===== config.mk =====
export PLATFORM = sky130hd
export DESIGN_NAME = mul_seq_flat
export DESIGN_NICKNAME = d
export VERILOG_FILES = /design/src/rtl/mul_seq_if.sv /design/src/rtl/mul_seq.sv /design/src/flat_wrapper.sv
export SDC_FILE = /design/constraint.sdc
export NUM_CORES = 1
export LEC_CHECK = 0
export CORE_MARGIN = 2
export CORE_UTILIZATION = 55
export DETAILED_ROUTE_END_ITERATION = 8
export PLACE_DENSITY_LB_ADDON = 0.1
export RECOVER_POWER = 100
export SLEW_MARGIN = 25
export SYNTH_ARGS = -nofsm -noshare
export SYNTH_HDL_FRONTEND = slang
export SYNTH_SLANG_ARGS = --single-unit
export TNS_END_PERCENT = 1

===== constraint.sdc =====
create_clock -name clk -period 4.7 [get_ports clk]
set_input_delay 0.94 -clock clk [delete_from_list [all_inputs] [get_ports clk]]
set_output_delay 0.94 -clock clk [all_outputs]
set_load 0.01 [all_outputs]

===== src/rtl/mul_seq_if.sv =====
//==============================================================================
// Module      : mul_seq_if
// Description : Operand/product handshake bundle for the iterative multiplier.
// Revision    : 1.0 - initial release
//==============================================================================
`default_nettype none

interface mul_seq_if #(
    parameter int WIDTH = 32
);
    logic               in_valid;
    logic               in_ready;
    logic [WIDTH-1:0]   A;
    logic [WIDTH-1:0]   B;
    logic               A_signed;
    logic               B_signed;
    logic               out_valid;
    logic               out_ready;
    logic [2*WIDTH-1:0] P;

    modport master (
        output in_valid, A, B, A_signed, B_signed, out_ready,
        input  in_ready, out_valid, P
    );

    modport slave (
        input  in_valid, A, B, A_signed, B_signed, out_ready,
        output in_ready, out_valid, P
    );
endinterface

`default_nettype wire


===== src/rtl/mul_seq.sv =====
//==============================================================================
// Module      : mul_seq
// Description : Iterative shift-add multiplier, BITS_PER_CYCLE multiplier bits
//               per clock, per-operand signed mode, full 2*WIDTH product.
// Revision    : 1.0 - initial release
//==============================================================================
`default_nettype none

module mul_seq #(
    parameter int WIDTH          = 32,
    parameter int BITS_PER_CYCLE = 1
) (
    input  wire       clk,
    input  wire       rst,
    mul_seq_if.slave  bus
);
    localparam int              c_n    = WIDTH / BITS_PER_CYCLE;
    localparam int              c_cw   = (c_n > 1) ? $clog2(c_n) : 1;
    localparam logic [c_cw-1:0] c_last = c_cw'(c_n - 1);

    localparam logic [1:0] c_idle = 2'd0;
    localparam logic [1:0] c_busy = 2'd1;
    localparam logic [1:0] c_done = 2'd2;

    logic [1:0]         r_state;
    logic [WIDTH-1:0]   r_a;
    logic [WIDTH-1:0]   r_b;
    logic [2*WIDTH-1:0] r_acc;
    logic               r_neg;
    logic [c_cw-1:0]    r_cnt;
    logic [2*WIDTH-1:0] r_p;

    logic                               w_neg_a;
    logic                               w_neg_b;
    logic [WIDTH-1:0]                   w_abs_a;
    logic [WIDTH-1:0]                   w_abs_b;
    logic [WIDTH+BITS_PER_CYCLE-1:0]    w_pp;
    logic [WIDTH+BITS_PER_CYCLE-1:0]    w_sum;
    logic [2*WIDTH+BITS_PER_CYCLE-1:0]  w_cat;
    logic [2*WIDTH-1:0]                 w_acc_nxt;
    logic [2*WIDTH-1:0]                 w_prod;
    logic                               w_unused_lo;

    // An operand counts as negative only when its mode says signed.
    assign w_neg_a = bus.A_signed & bus.A[WIDTH-1];
    assign w_neg_b = bus.B_signed & bus.B[WIDTH-1];
    assign w_abs_a = w_neg_a ? -bus.A : bus.A;
    assign w_abs_b = w_neg_b ? -bus.B : bus.B;

    // Upper half plus partial product never exceeds WIDTH+BITS_PER_CYCLE bits.
    assign w_pp      = {{WIDTH{1'b0}}, r_b[BITS_PER_CYCLE-1:0]} * {{BITS_PER_CYCLE{1'b0}}, r_a};
    assign w_sum     = {{BITS_PER_CYCLE{1'b0}}, r_acc[2*WIDTH-1:WIDTH]} + w_pp;
    assign w_cat     = {w_sum, r_acc[WIDTH-1:0]};
    assign w_acc_nxt = w_cat[2*WIDTH+BITS_PER_CYCLE-1:BITS_PER_CYCLE];
    assign w_prod    = r_neg ? -w_acc_nxt : w_acc_nxt;
    assign w_unused_lo = ^w_cat[BITS_PER_CYCLE-1:0];

    always_ff @(posedge clk) begin
        if (rst) begin
            r_state <= c_idle;
            r_a     <= '0;
            r_b     <= '0;
            r_acc   <= '0;
            r_neg   <= 1'b0;
            r_cnt   <= '0;
            r_p     <= '0;
        end else begin
            case (r_state)
                c_idle: begin
                    if (bus.in_valid) begin
                        r_a     <= w_abs_a;
                        r_b     <= w_abs_b;
                        r_neg   <= w_neg_a ^ w_neg_b;
                        r_acc   <= '0;
                        r_cnt   <= '0;
                        r_state <= c_busy;
                    end
                end
                c_busy: begin
                    r_acc <= w_acc_nxt;
                    r_b   <= r_b >> BITS_PER_CYCLE;
                    r_cnt <= r_cnt + c_cw'(1);
                    if (r_cnt == c_last) begin
                        r_p     <= w_prod;
                        r_state <= c_done;
                    end
                end
                c_done: begin
                    if (bus.out_ready) begin
                        r_state <= c_idle;
                    end
                end
                default: r_state <= c_idle;
            endcase
        end
    end

    assign bus.in_ready  = (r_state == c_idle);
    assign bus.out_valid = (r_state == c_done);
    assign bus.P         = r_p;

endmodule

`default_nettype wire


===== src/flat_wrapper.sv =====
// flat-port wrapper written by rule: the top's interface ports become plain ports
module mul_seq_flat 
#(
    parameter int WIDTH          = 32,
    parameter int BITS_PER_CYCLE = 1
)
  (clk, rst, bus_in_valid, bus_A, bus_B, bus_A_signed, bus_B_signed, bus_out_ready, bus_in_ready, bus_out_valid, bus_P);
  mul_seq_if #(.WIDTH(WIDTH)) bus_i ();
  input  wire clk;
  input  wire rst;
  input wire logic [$bits(bus_i.in_valid)-1:0] bus_in_valid;
  input wire logic [$bits(bus_i.A)-1:0] bus_A;
  input wire logic [$bits(bus_i.B)-1:0] bus_B;
  input wire logic [$bits(bus_i.A_signed)-1:0] bus_A_signed;
  input wire logic [$bits(bus_i.B_signed)-1:0] bus_B_signed;
  input wire logic [$bits(bus_i.out_ready)-1:0] bus_out_ready;
  output wire logic [$bits(bus_i.in_ready)-1:0] bus_in_ready;
  output wire logic [$bits(bus_i.out_valid)-1:0] bus_out_valid;
  output wire logic [$bits(bus_i.P)-1:0] bus_P;
  assign bus_i.in_valid = bus_in_valid;
  assign bus_i.A = bus_A;
  assign bus_i.B = bus_B;
  assign bus_i.A_signed = bus_A_signed;
  assign bus_i.B_signed = bus_B_signed;
  assign bus_i.out_ready = bus_out_ready;
  assign bus_in_ready = bus_i.in_ready;
  assign bus_out_valid = bus_i.out_valid;
  assign bus_P = bus_i.P;
  mul_seq #(.WIDTH(WIDTH), .BITS_PER_CYCLE(BITS_PER_CYCLE)) u_core (.clk(clk), .rst(rst), .bus(bus_i));
endmodule

# After elaboration in Yosys (flattened, before gate mapping)

Cells that the tools add are included.

Output and inout bits: 66
Bits in registers: 200

Bitwise logic cells: 3
$add $sub $neg: 5
$mul: 1
Eq/ne operators: 6
Mux-type cells: 13
Reductions and logical operators: 6

Operators with widths:

| kind                  | number |
|---|---|
| $mux W64              | 2 |
| $pmux W64 S2          | 1 |
| $mux W32              | 3 |
| $neg A32 Y32          | 2 |
| $neg A64 Y64          | 1 |
| $pmux W32 S2          | 1 |
| $add A32 B33 Y33      | 1 |
| $mul A1 B32 Y33       | 1 |
| $pmux W5 S2           | 1 |
| $mux W2               | 3 |
| $pmux W2 S3           | 1 |
| $reduce_and A2 Y1     | 3 |
| $add A5 B1 Y5 const B | 1 |
| $eq A5 B5 Y1 const B  | 1 |
| $mux W5               | 1 |
| $ne A2 B2 Y1 const B  | 2 |
| $reduce_and A3 Y1     | 1 |
| $and A1 B1 Y1         | 2 |
| $eq A2 B1 Y1 const B  | 1 |
| $eq A2 B2 Y1 const B  | 1 |
| $logic_not A2 Y1      | 1 |
| $ne A2 B1 Y1 const B  | 1 |
| $reduce_bool A2 Y1    | 1 |
| $xor A1 B1 Y1         | 1 |

# Longest topological paths before layout

Gate-level depths: netlist of the first run.

Depth in word-level cells: 4
Depth in mapped cells: 14
Gate-level depth less buffers: 13

# Worst setup path before layout of the first run

Ideal clock, no wire load.

Path kind: register to register
Start point: register u_core.r_b[0]
End point: register u_core.r_p[59] (netlist: u_core.bus.P[59])
Required time: 4.614 ns
Arrival time: 3.769 ns
Path slack: 0.845 ns
Cell stages (with the launch flop): 13
Cells stage by stage: dfxtp_1 clkbuf_1 and2_1 ha_1 fa_1 or4_1 a2111oi_2 or4b_4 nor4_4 o211ai_1 o41ai_1 xor2_1 a211oi_1

Cells in the longest elaborated chain, start to end: 4

RTL lines:

| element                  | line          | text |
|---|---|---|
| start: declaration       | mul_seq.sv:27 | `logic [WIDTH-1:0] r_b;` |
| start signal: assignment | mul_seq.sv:72 | `r_b <= w_abs_b;` |
| start signal: assignment | mul_seq.sv:81 | `r_b <= r_b >> BITS_PER_CYCLE;` |
| $mul A1 B32 Y33 *        | mul_seq.sv:51 | `assign w_pp = {{WIDTH{1'b0}}, r_b[BITS_PER_CYCLE-1:0]} * {{BITS_PER_CYCLE{1'b0}}, r_a};` |
| $add A32 B33 Y33 *       | mul_seq.sv:52 | `assign w_sum = {{BITS_PER_CYCLE{1'b0}}, r_acc[2*WIDTH-1:WIDTH]} + w_pp;` |
| $neg A64 Y64             | mul_seq.sv:55 | `assign w_prod = r_neg ? -w_acc_nxt : w_acc_nxt;` |
| $mux W64 *               | mul_seq.sv:55 |  |
| end signal: assignment   | mul_seq.sv:84 | `r_p <= w_prod;` |
| end: declaration         | mul_seq.sv:31 | `logic [2*WIDTH-1:0] r_p;` |

Mark *: on every way between the ends. The rest lies on a longest branch, timed or not.
A chain may end at the register's enable or synchronous reset.

# Worst setup path in the final report of the first run

Start point: register u_core.r_b[0]
End point: register u_core.r_p[62] (netlist: u_core.bus.P[62])

The elaborated chain is that of the path after synthesis.

==> impl_metrics.toml, run 1 <==
[drt]
ant_nets = 0
first_iter_violations = 795
dr.pass1.iters = 5
routed_wl_mm = 32.49
viasPerCell = 5.983
vias = 11440
wl_per_cell_um = 16.99
drc = 0

[timing]
skew_ps = 16.60
slew_viol_final = 272
tightest_slew_ps = 2499
fin_crit_sh_pct = 91.71
rsz0062_at_grt = "false"
setup_tns_ps = 0
period_needed_ps = 4310
final_hold_viol_count = 0
fmax_ghz = 0.2320
relSlewSlack_pct = -66.63
final-setup-viol-count = 0

[logic_synthesis]
synth-seq-area-share_pct = 33.13
synthArstFlopShare_pct = 0
syn_area_mm2 = 0.01202
ys_seq_elements = 199
muxShareOfSynthArea_pct = 0.4370
synth_ff_type = "dfxtp_1"
synth_edf_count = 0
yosys_warnings = 0
synth_fa_ha_area_share_pct = 4.017
yosys.area_share.simple_pct = 23.24
synth_xor_area_share_pct = 9.615
synth_compound_area_share_pct = 25.31
syn_inst = 1555
syn-num-nets = 1663
synth_top_family_by_area = "compound AO/OA/AOI/OAI gates"
yosysUniqueCellTypes = 79
avgSynthCellArea_um2 = 7.732

[run_status]
violations = "capacitance limit, slew limit"
status = "complete, but fails checks"

[clock_network]
path_clk_slew_ps = 90
ctsResizeCount = 0
hold_buffers = 0
cts_buffers = 17
cts_sinks = 199
htreeDepth = 4
cts_setup_buffers = 0
cts_tree = "built"
insertion_delay_ps = 450
clock-root-buffer = "clkbuf_16"
clockBufferDepth = 2

[global_routing]
grt_overflow = 0
grt_util_met1_pct = 39.99
grt_pass1_wl_mm = 52.57
grt.busiest_layer = "met2"
grt_util_met3_pct = 4.193
grt_pass1_vias = 10290
antenna_found_initial = 0
met2_usage_pct = 42.21
grt_use_total_pct = 27.14
grt_max_degree = 121

[die]
die_height_um = 151.9
start_util_pct = 55.61
row_count = 54
fp.dieArea_mm2 = 0.02306
die_x_um = 151.9
core_area_mm2 = 0.02162
ios = 136

[setup_path]
crit_type = "flip-flop to flip-flop"
cp_data_arrival_time_ps = 4660
crit_required_ps = 5050
critPathCapture = "u_core.bus.P[62]"
start_kind = "flip-flop"
crit-reg2reg-launch = "u_core.r_b[0]"
worstSetupEndpointType = "flip-flop"
cp_max_fo = 28
r2r_cells = 13
reg2reg_to = "u_core.bus.P[62]"
reg2reg_slack_ps = 390
startpoint = "u_core.r_b[0]"

[cells_and_area]
diodes = 0
final_nets = 1727
fill_cells = 1954
mostFrequentLayoutCell = "dfxtp_1"
drive_gt1_share_pct = 4.963
layout_common_cells = "dfxtp_1 (198), nor2_1 (177), nand2_1 (165)"
areaGrowthSynthToFinish_pct = 16.85
fin_cells = 1912

[place]
port_buffers = 135
dp.final_hpwl_mm = 23.21
place.gp.congestion = 0.9630
dp.cells = 1880

[power]
power_density_mw_per_mm2 = 276.0
peakVddDrop_mv = 0.2349
power_uw = 3878
leakage_uw = 0.005357

[worst_hold_path]
hold_path_depth = 2
worst_hold_path_type = "flip-flop to flip-flop"

[job]
drv_cap = 4
-- critical path: stages (launching register included) --
cell      delay, ps
dfxtp_1         380
buf_4           280
and2_0          190
ha_1            330
a21oi_1         250
o21ai_0         210
o21ai_1         420
and2_1          210
a211oi_1        120
nor3_1          470
nand4_2         310
or3_1           500
or3_1           370
a31oi_1         160
-- cells in the mapped netlist (all sizes together), types with 12 or more instances --
cell type,count,share of area (%)
dfxtp,199,33
nor2,179,5.7
nand2,165,5.2
a21oi,164,6.9
clkbuf,91,2.8
xor2,82,6.0
a211oi,77,4.8
o21ai,73,3.1
nand3,71,3.1
xnor2,50,3.6
and2,43,2.2
a22oi,41,2.6
ha,37,3.9
o31ai,28,1.8
nor3,25,1.1
inv,24,0.75
or3,20,1.1
buf,18,0.67
nor4,17,1.1
o41ai,16,1.2
nand4,15,0.96
or4,12,0.78
-- power breakdown --
group	switching [uW]	leakage, uW	internal (uW)
Clock	798	0.000298	738
Sequential	34.0	0.00162	1740
Combinational	353	0.00344	218
Total	1180	0.00536	2690
-- per-stage QoR --
stage | hold slack (ps) | worst slack (ps) | cell area (um2) | util, %
after floorplan | 427.3 | 845.1 | 12020 | -
after global placement | 439.2 | 488.6 | 13490 | 62.41
after detailed placement | 445.3 | 386.9 | 13490 | 62.41
after CTS | 462.2 | 511.4 | 14110 | 65.25
after global routing | 490.8 | 70.54 | 14050 | 64.98
final | 455.7 | 389.6 | 14050 | 64.98
-- area by class of cell --
class / instances / area, um2 / share of cell area [%]
clock buffers: 18 / 429.2 / 3.055
clock inverters: 14 / 185.2 / 1.318
inverters: 24 / 90.09 / 0.6412
multi-input cells: 1223 / 7526 / 53.57
flip-flops and latches: 199 / 3985 / 28.36
well taps: 280 / 350.3 / 2.494
repair buffers: 154 / 1484 / 10.56
-- registers in the layout, indices dropped and copies added, names as in the netlist --
name / flops
u_core.bus.P: 64
u_core.r_a: 32
u_core.r_cnt: 5
u_core.r_acc: 63
u_core.r_state: 2
u_core.r_b: 32
u_core.r_neg: 1
-- routing by layer --
layer  wire, um  share of wire (%)  vias up
met4        412                1.3        0
met1      16030                 49     5331
li1           -                  -     5733
met3       1994                6.1       37
met2      14050                 43      338
met5          0                  0        -
-- cell families (layout without fill, tap and decap cells) --
kind of cell,Yosys count,in the layout
xor+xnor,132,132
compound gates,469,469
simple gates,579,579
mux,5,5
flops,199,199
buf+inv,133,210
fa+ha+maj,38,38
-- worst min path at each step --
stage | from | end | slack [ps]
2_1_floorplan | u_core.r_a[21] | u_core.r_a[21] | 430
3_3_place_gp | u_core.r_a[21] | u_core.r_a[21] | 440
3_5_place_dp | u_core.r_a[31] | u_core.r_a[31] | 450
4_1_cts | u_core.r_a[31] | u_core.r_a[31] | 460
5_1_grt | u_core.bus.P[33] | u_core.bus.P[33] | 490
6_report | u_core.r_a[21] | u_core.r_a[21] | 460
Power figures use the tool's default switching activity.
==> inputs of run 2 (changes only) <==
--- a/config.mk
+++ b/config.mk
@@ -10,6 +10,7 @@
 export DETAILED_ROUTE_END_ITERATION = 8
 export PLACE_DENSITY_LB_ADDON = 0.1
 export RECOVER_POWER = 100
+export SETUP_SLACK_MARGIN = 0.2
 export SLEW_MARGIN = 25
 export SYNTH_ARGS = -nofsm -noshare
 export SYNTH_HDL_FRONTEND = slang
==> impl_metrics.toml, run 2 (same netlist as run 1, synthesis figures left out) <==
[run_status]
status = "complete, but fails checks"
violations = "capacitance limit, slew limit"

[power]
power_frac_comb_pct = 14.7
peakVddDrop_mv = 0.2357
power.share.clock_pct = 39.6
leakage_uw = 0.005358
power_switching_uw = 1182
power_uw = 3875
p_int_uw = 2693
power_density_mw_per_mm2 = 275.7
switching_share_pct = 30.51
seq_power_share_pct = 45.7

[timing]
final-setup-viol-count = 0
relSlewSlack_pct = -65.86
fin_crit_sh_pct = 90.80
whs_ps = 457.0
tightest_slew_ps = 2488
rsz0062_at_grt = "false"
final_hold_viol_count = 0
period_needed_ps = 4268
slew_viol_final = 272
setup_tns_ps = 0
skew_ps = 17.38
fmax_ghz = 0.2343

[setup_path]
cp_data_arrival_time_ps = 4520
crit_type = "flip-flop to flip-flop"
cp_max_fo = 6
worstSetupEndpointType = "flip-flop"
start_kind = "flip-flop"
crit_required_ps = 4950

[die]
die_height_um = 151.9
start_util_pct = 55.61
ios = 136
die_x_um = 151.9
row_count = 54
core_area_mm2 = 0.02162
fp.dieArea_mm2 = 0.02306

[global_routing]
grt_pass1_vias = 10290
antenna_found_initial = 0
grt_use_total_pct = 27.14
grt_pass1_wl_mm = 52.57
grt_max_degree = 121
grt_overflow = 0

[clock_network]
cts_tree = "built"
cts_sinks = 199
path_clk_slew_ps = 80
cts_setup_buffers = 0
cts_buffers = 17
htreeDepth = 4
clock-root-buffer = "clkbuf_16"
insertion_delay_ps = 450
clockBufferDepth = 2

[cells_and_area]
drive_gt1_share_pct = 5.025
diodes = 0
layout_common_cells = "dfxtp_1 (198), nor2_1 (177), nand2_1 (165)"
largest_reg_flops = 64
final_nets = 1727
mostFrequentLayoutCell = "dfxtp_1"
areaGrowthSynthToFinish_pct = 16.89
fin_cells = 1912

[drt]
vias = 11400
routed_wl_mm = 32.37
wl_per_cell_um = 16.93
drc = 0
viasPerCell = 5.960
ant_nets = 0
dr.pass1.iters = 5
first_iter_violations = 802

[job]
drv_cap = 4

[place]
dp.cells = 1880
place.gp.congestion = 0.9630
port_buffers = 135
dp.final_hpwl_mm = 23.21

[worst_hold_path]
worst_hold_path_type = "flip-flop to flip-flop"
[run 2: routing by layer]
metal	up-vias	global-route usage (%)	part of all wire (%)
li1	5736	-	-
met1	5285	39.99	49
met2	343	42.21	43
met3	31	4.193	6.3
met4	0	5.696	1.2
met5	-	0	0
[run 2: cell type report]
type,count,area [um2]
sequential,199,3985
clock inverter,14,185.2
fill,1954,7566
clock buffer,18,429.2
inverter,24,90.09
timing repair buffer,154,1484
tap,280,350.3
multi-input combinational,1223,7531
[run 2: power by group through the flow]
| stage | clock network (uW) | logic [uW] | registers (uW) |
|---|---|---|---|
| final | 1530 | 571 | 1770 |
| after global routing | 1610 | 628 | 1780 |
| after CTS | 1560 | 574 | 1770 |
| after detailed placement | 0 | 572 | 1810 |
| after global placement | 0 | 564 | 1810 |
| after floorplan | 0 | 391 | 1790 |
[run 2: what timing repair did]
| action | 4_1_cts | 5_1_grt |
|---|---|---|
| gates resized for setup | 0 | 1 |
| hold buffers | 0 | 0 |
| endpoints found under the setup margin | 0 | 2 |
[run 2: worst paths after layout]
path / from / to / slack, ps / cells after the start
hold / removal: u_core.r_a[21] / u_core.r_a[21] / 460 / 2
hold reg to reg: u_core.r_a[21] / u_core.r_a[21] / 460 / 2
setup / recovery: u_core.r_b[0] / u_core.bus.P[63] / 430 / 11
setup reg to reg: u_core.r_b[0] / u_core.bus.P[63] / 430 / 11
[run 2: worst max-delay path, cell delays in order (launching register included)]
cell,delay (ps)
dfxtp_1,380
and2_1,220
ha_1,240
fa_1,500
or4_1,620
a2111oi_2,330
or4b_4,570
nor4_4,310
o211ai_1,150
nor3_1,430
mux2i_1,240
a31oi_1,90
[run 2: through the flow]
step | setup WS (ps) | area (um2) | util (%)
6_report | 432.3 | 14050 | 65.01
5_1_grt | 115.4 | 14050 | 65.01
4_1_cts | 511.4 | 14110 | 65.25
3_5_place_dp | 386.9 | 13490 | 62.41
3_3_place_gp | 488.6 | 13490 | 62.41
2_1_floorplan | 845.1 | 12020 | -
